**src/rtl/pc_gen.sv**
```systemverilog
// Fetch-side PC unit: PC register, next-PC select, return-address stack with stall.
// Optional target alignment check enabled by defining PC_ALIGN_CHECK_EN.
module pc_gen #(
  parameter logic [31:0] RESET_PC  = 32'h0000_3000,
  parameter int          RAS_DEPTH = 4,
  parameter int          RAS_PTR_W = 2,
  parameter logic [31:0] EXC_VEC   = 32'h0000_4180
) (
  input  logic        clk,
  input  logic        reset,
  input  logic        stall,
  input  logic [2:0]  npc_op,
  input  logic        branch_taken,
  input  logic [25:0] imm,
  input  logic [31:0] ra,
  output logic [31:0] pc,
  output logic [31:0] npc,
  output logic [31:0] link_addr,
  output logic        ras_empty,
  output logic        ras_full,
  output logic        ras_miss
`ifdef PC_ALIGN_CHECK_EN
  ,
  output logic        pc_misalign
`endif
);

  localparam logic [2:0] OP_BRANCH = 3'd1;
  localparam logic [2:0] OP_J      = 3'd2;
  localparam logic [2:0] OP_JAL    = 3'd3;
  localparam logic [2:0] OP_JR     = 3'd4;
  localparam logic [2:0] OP_JALR   = 3'd5;
  localparam logic [2:0] OP_RET    = 3'd6;
  localparam logic [RAS_PTR_W:0] DEPTH_C = (RAS_PTR_W+1)'(RAS_DEPTH);

  logic [31:0]          pc_q, pc_d;
  logic [RAS_PTR_W-1:0] ptr_q, ptr_d, top_idx;
  logic [RAS_PTR_W:0]   cnt_q, cnt_d;
  logic                 miss_q, miss_d;
  logic [31:0]          ras_q [RAS_DEPTH];

  logic [31:0]        pc_4, tgt, ras_top;
  logic signed [31:0] boff;
  logic               push, pop;

  assign pc_4      = pc_q + 32'd4;
  assign boff      = $signed({{14{imm[15]}}, imm[15:0], 2'b00});
  assign top_idx   = ptr_q - 1'b1;
  assign ras_top   = ras_q[top_idx];
  assign ras_empty = (cnt_q == '0);
  assign ras_full  = (cnt_q == DEPTH_C);

  assign pc        = pc_q;
  assign link_addr = pc_4;
  assign ras_miss  = miss_q;

  // Raw target selection; npc may be redirected by the alignment check below.
  always_comb begin
    tgt = pc_4;
    case (npc_op)
      OP_BRANCH:      if (branch_taken) tgt = pc_4 + $unsigned(boff);
      OP_J, OP_JAL:   tgt = {pc_q[31:28], imm, 2'b00};
      OP_JR, OP_JALR: tgt = ra;
      OP_RET:         tgt = ras_empty ? ra : ras_top;
      default:        tgt = pc_4;
    endcase
  end

`ifdef PC_ALIGN_CHECK_EN
  logic misalign, mis_q, mis_d;
  assign misalign    = (tgt[1:0] != 2'b00);
  assign npc         = misalign ? EXC_VEC : tgt;
  assign mis_d       = stall ? mis_q : misalign;
  assign pc_misalign = mis_q;

  always_ff @(posedge clk or negedge reset) begin
    if (!reset) mis_q <= 1'b0;
    else        mis_q <= mis_d;
  end
`else
  assign npc = tgt;
`endif

  // RAS bookkeeping: push/pop still happen when the target is redirected.
  always_comb begin
    push   = !stall && (npc_op == OP_JAL || npc_op == OP_JALR);
    pop    = !stall && (npc_op == OP_RET) && !ras_empty;
    pc_d   = stall ? pc_q : npc;
    miss_d = stall ? miss_q : ((npc_op == OP_RET) && ras_empty);
    ptr_d  = ptr_q;
    cnt_d  = cnt_q;
    if (push) begin
      ptr_d = ptr_q + 1'b1;
      if (!ras_full) cnt_d = cnt_q + 1'b1;
    end else if (pop) begin
      ptr_d = ptr_q - 1'b1;
      cnt_d = cnt_q - 1'b1;
    end
  end

  always_ff @(posedge clk or negedge reset) begin
    if (!reset) begin
      pc_q   <= RESET_PC;
      ptr_q  <= '0;
      cnt_q  <= '0;
      miss_q <= 1'b0;
    end else begin
      pc_q   <= pc_d;
      ptr_q  <= ptr_d;
      cnt_q  <= cnt_d;
      miss_q <= miss_d;
    end
  end

  // Circular storage: a push when full silently overwrites the oldest entry.
  always_ff @(posedge clk or negedge reset) begin
    if (!reset) begin
      for (int i = 0; i < RAS_DEPTH; i++) ras_q[i] <= '0;
    end else if (push) begin
      ras_q[ptr_q] <= pc_4;
    end
  end

endmodule

```
**config.mk**
```make
export PLATFORM = sky130hd
export DESIGN_NAME = pc_gen
export DESIGN_NICKNAME = d
export VERILOG_FILES = /design/src/rtl/pc_gen.sv
export SDC_FILE = /design/constraint.sdc
export NUM_CORES = 1
export LEC_CHECK = 0
export BUFFER_PORTS_ARGS = -buffer_cell sky130_fd_sc_hd__buf_2
export CAP_MARGIN = 40
export CORE_ASPECT_RATIO = 0.9
export CORE_UTILIZATION = 55
export CTS_CLUSTER_SIZE = 12
export DETAILED_ROUTE_END_ITERATION = 8
export PLACE_DENSITY = 0.78
export SETUP_SLACK_MARGIN = 0.5
export SLEW_MARGIN = 20
export SYNTH_ARGS = -nofsm -noshare
export SYNTH_HDL_FRONTEND = slang
export SYNTH_SLANG_ARGS = --single-unit
```
**constraint.sdc**
```tcl
create_clock -name clk -period 5.7 [get_ports clk]
set_input_delay 1.14 -clock clk [delete_from_list [all_inputs] [get_ports clk]]
set_output_delay 1.14 -clock clk [all_outputs]
set_load 0.03 [all_outputs]
```
==> flow_summary_export.csv <==
group,metric,value,unit
clock_tree,root_buffer,"clkbuf_16",
placement,hpwl,22020,µm
synth,syn_area_per_cell,9.184,µm²
worst_setup_path,startpoint,"pc[3]",
clock_tree,insertion_delay,0.43,ns
worst_setup_path,r2r_slack,1.77,ns
detailed_routing,ant_nets,0,
outcome,violations,"design-rule violations",
clock_tree,cts_sinks,166,
global_route,antenna_found_initial,0,
synth,ys.flop_type,"dfrtp_1",
placement,pre_cts_slack,0.2076,ns
pwr,power,6.733,mW
worst_setup_path,path_max_fanout,5,
sta,fmaxAchievable,186.3,MHz
global_route,grt_pass1_vias,9747,
global_route,grt_overflow,0,
clock_tree,cts_made_buffers,17,
worst_setup_path,path_class,"flop to output pin",
sta,worst_slack,0.3337,ns
cells_and_area,final_nets,1430,
sta,fin_hold_ws,0.4778,ns
placement,port_buffers,163,
floorplan,initial_core_util,56.13,%
synth,async_flop_share,100.0,%
outcome,status,"finished with violations",
floorplan,rows,47,
detailed_routing,firstDrtPassIters,9,
worst_setup_path,cp_cell_sequence,"buf_6 > nand3_4 > or3_4 > nor2_4 > nand3_2 > xor2_2 > inv_2 > ha_4 > o21a_1 > o21ai_1 > a32oi_2 > a221oi_4 > o221ai_2 > a2111o_1 > o211ai_2 > a211o_1 > nand3_2 > buf_6",
worst_hold_path,hold_path_class,"flop to flop",
detailed_routing,routed_via_density,6.529,
clock_tree,htreeDepth,4,
sta,setup_viol,0,
placement,place_congestion,0.9761,
floorplan,die_h,132.0,µm
worst_setup_path,crit_slowest_cell,"or3_4",
sta,worstMarginPinSlew,0.8041,ns
worst_setup_path,crit_family,"compound AO/OA/AOI/OAI gates",
worst_setup_path,cp_data_arrival_time,4.23,ns
global_route,track_usage,35.32,%
synth,ys_types,66,
worst_setup_path,cp_num_cells,18,
synth,netlist_instances,1125,
clock_tree,cts_tree,"done",
sta,finalHoldViolations,0,
detailed_routing,wl_per_cell,21.90,µm
synth,ys_ff_latch,166,
worst_setup_path,cp.required,4.56,ns
global_route,grt_pass1_wl,52810,µm
worst_setup_path,reg2reg_from,"pc[3]",
cells_and_area,final_cell_mix,"nand2_1 (177), o21ai_0 (158), dfrtp_1 (156), buf_2 (152), buf_4 (74)",
sta,slew_violations,0,
detailed_routing,vias,10323,
floorplan,core_area,18410,µm²
worst_setup_path,r2r_cells,18,
floorplan,die_x,146.5,µm
sta,min_period,5.366,ns
sta,tns,0,ns
synth,seq_area_frac_synth,40.23,%
clock_tree,cts_buffer_depth,2,
synth,synth_edf_count,0,
worst_setup_path,setup.worst_path.end,"npc[31]",
global_route,grt_start_max_net_pins,83,
pwr,irDropWorstVdd,321.0,µV
worst_setup_path,r2r-end,"pc[22]",
cells_and_area,mostFrequentLayoutCell,"nand2_1",
flow_run,maxCapViolations,0,
cells_and_area,final_util,72.37,%
floorplan,pin_count,164,
detailed_routing,totalWireLength,34620,µm
pwr,pwr_density_cell,505.5,nW/µm²
sta,post-route-period-util,94.15,%
synth,synth_warnings,0,
cells_and_area,area_growth,28.92,%
worst_setup_path,critPathCaptureType,"output pin",
cells_and_area,n_antenna_cell,0,
cells_and_area,drive_above_1_share,35.03,%
worst_setup_path,start_kind,"flop",
pwr,leakage,6.110,nW
sta,slew_headroom,45.94,%
synth,synth_area,10330,µm²
sta,finClkSkew,0.007568,ns
detailed_routing,drcViolationCount,2,
clock_tree,cts_hold_buf,0,
floorplan,die-area,19340,µm²
worst_setup_path,cpPeakStageDelay,0.42,ns
sta,rsz0062_at_grt,"true",
clock_tree,path_clk_slew,0.06,ns
synth,synth_nets,1231,
worst_setup_path,worst-path-buf-inv,3,
detailed_routing,drtIter0Drc,1040,
## cells by family after synthesis
kind of cell	count (synthesis)	share of synthesized area [%]
DFF	166	40.23
buffers and inverters	115	4.323
adders and majority gates	41	5.110
AOI/OAI and AO/OA	346	20.53
xor gates and xnor gates	50	4.238
muxes	74	11.49
and+or+nand+nor	333	14.08
## sequential cells by signal, indices dropped and copies added (netlist names)
signal and flops:
ptr_q 2, ras_q 128, ras_miss 1, cnt_q 3, pc 32
## cells in the mapped netlist, types with 3 or more instances
library cell | number | share of area, %
a211oi_1 | 6 | 0.44
a31oi_1 | 7 | 0.42
a221oi_1 | 4 | 0.34
buf_2 | 6 | 0.29
o21ai_0 | 164 | 7.9
a211o_1 | 3 | 0.25
dfrtp_1 | 164 | 40
nand2b_1 | 5 | 0.30
mux2i_1 | 5 | 0.48
mux4_2 | 32 | 7.0
xnor2_1 | 30 | 2.5
nand2_1 | 185 | 6.7
nand4_1 | 11 | 0.67
o21ai_1 | 3 | 0.15
o21a_1 | 5 | 0.36
a21o_1 | 20 | 1.5
o2bb2ai_1 | 4 | 0.34
or3_1 | 5 | 0.30
a21oi_1 | 67 | 3.2
nor2b_1 | 4 | 0.24
xor2_1 | 20 | 1.7
mux2_2 | 37 | 4.0
nand3_1 | 20 | 0.97
o31ai_1 | 13 | 0.94
nor3b_1 | 3 | 0.22
and3_1 | 13 | 0.79
inv_1 | 50 | 1.8
a22oi_1 | 4 | 0.29
and2_1 | 6 | 0.36
o221ai_1 | 8 | 0.68
a222oi_1 | 10 | 0.97
nor3_1 | 17 | 0.82
nand3b_1 | 3 | 0.22
clkbuf_1 | 56 | 2.0
ha_1 | 39 | 4.7
nor2_1 | 54 | 2.0
## worst min path at each step
| stage | startpoint | endpoint | slack (ns) | cells after the start |
|---|---|---|---|---|
| floorplan | ras_q[66] | ras_q[66] | 0.44 | 2 |
| finish | ras_q[35] | ras_q[35] | 0.48 | 2 |
| global placement | ras_q[19] | ras_q[19] | 0.46 | 2 |
| global route | ras_q[68] | ras_q[68] | 0.49 | 2 |
| CTS | ras_q[127] | ras_q[127] | 0.48 | 2 |
| detailed placement | ras_q[121] | ras_q[121] | 0.47 | 2 |
## metal layers
layer | wire length [µm] | GRT usage [%]
met5 | 0 | 0
met1 | 13270 | 47.55
met2 | 16340 | 55.69
met3 | 3722 | 7.578
met4 | 1292 | 14.87
## power breakdown
group	total (mW)	internal [mW]	switching, mW	leakage (nW)
Clock	1.23	0.731	0.500	0.299
Combinational	3.50	1.44	2.06	3.72
Sequential	2.00	1.66	0.337	2.09
## stage by stage
stage	instance area (µm²)	instances
floorplan	10370	1125
global placement	11460	1496
detailed placement	11600	1501
CTS	12980	1565
global route	13320	1581
finish	13320	1581
## worst register-to-register path, cell delays in order (launching register included)
cell	delay [ns]
dfrtp_2	0.41
buf_6	0.12
nand3_4	0.12
or3_4	0.42
nor2_4	0.21
xnor2_4	0.15
inv_2	0.07
ha_4	0.22
a21o_1	0.17
a21o_1	0.15
a221o_1	0.31
a41o_1	0.25
o2111ai_2	0.23
a21oi_4	0.11
or4_4	0.44
a31oi_4	0.16
buf_4	0.13
buf_4	0.09
o31ai_1	0.06
## cell type report
cell class | count | area (µm²)
Sequential cell | 166 | 4167
Clock inverter | 13 | 182.7
Inverter | 50 | 187.7
Multi-Input combinational cell | 844 | 6431
Tap cell | 245 | 306.5
Fill cell | 1264 | 5086
Clock buffer | 18 | 429.2
Timing Repair Buffer | 245 | 1617
## what timing repair did
action | in CTS | in global routing
resized for setup | 102 | 47
setup endpoints to repair | 18 | 19
pin swaps | 29 | 35
setup buffers | 33 | 15
(Power assumes the default switching activity.)
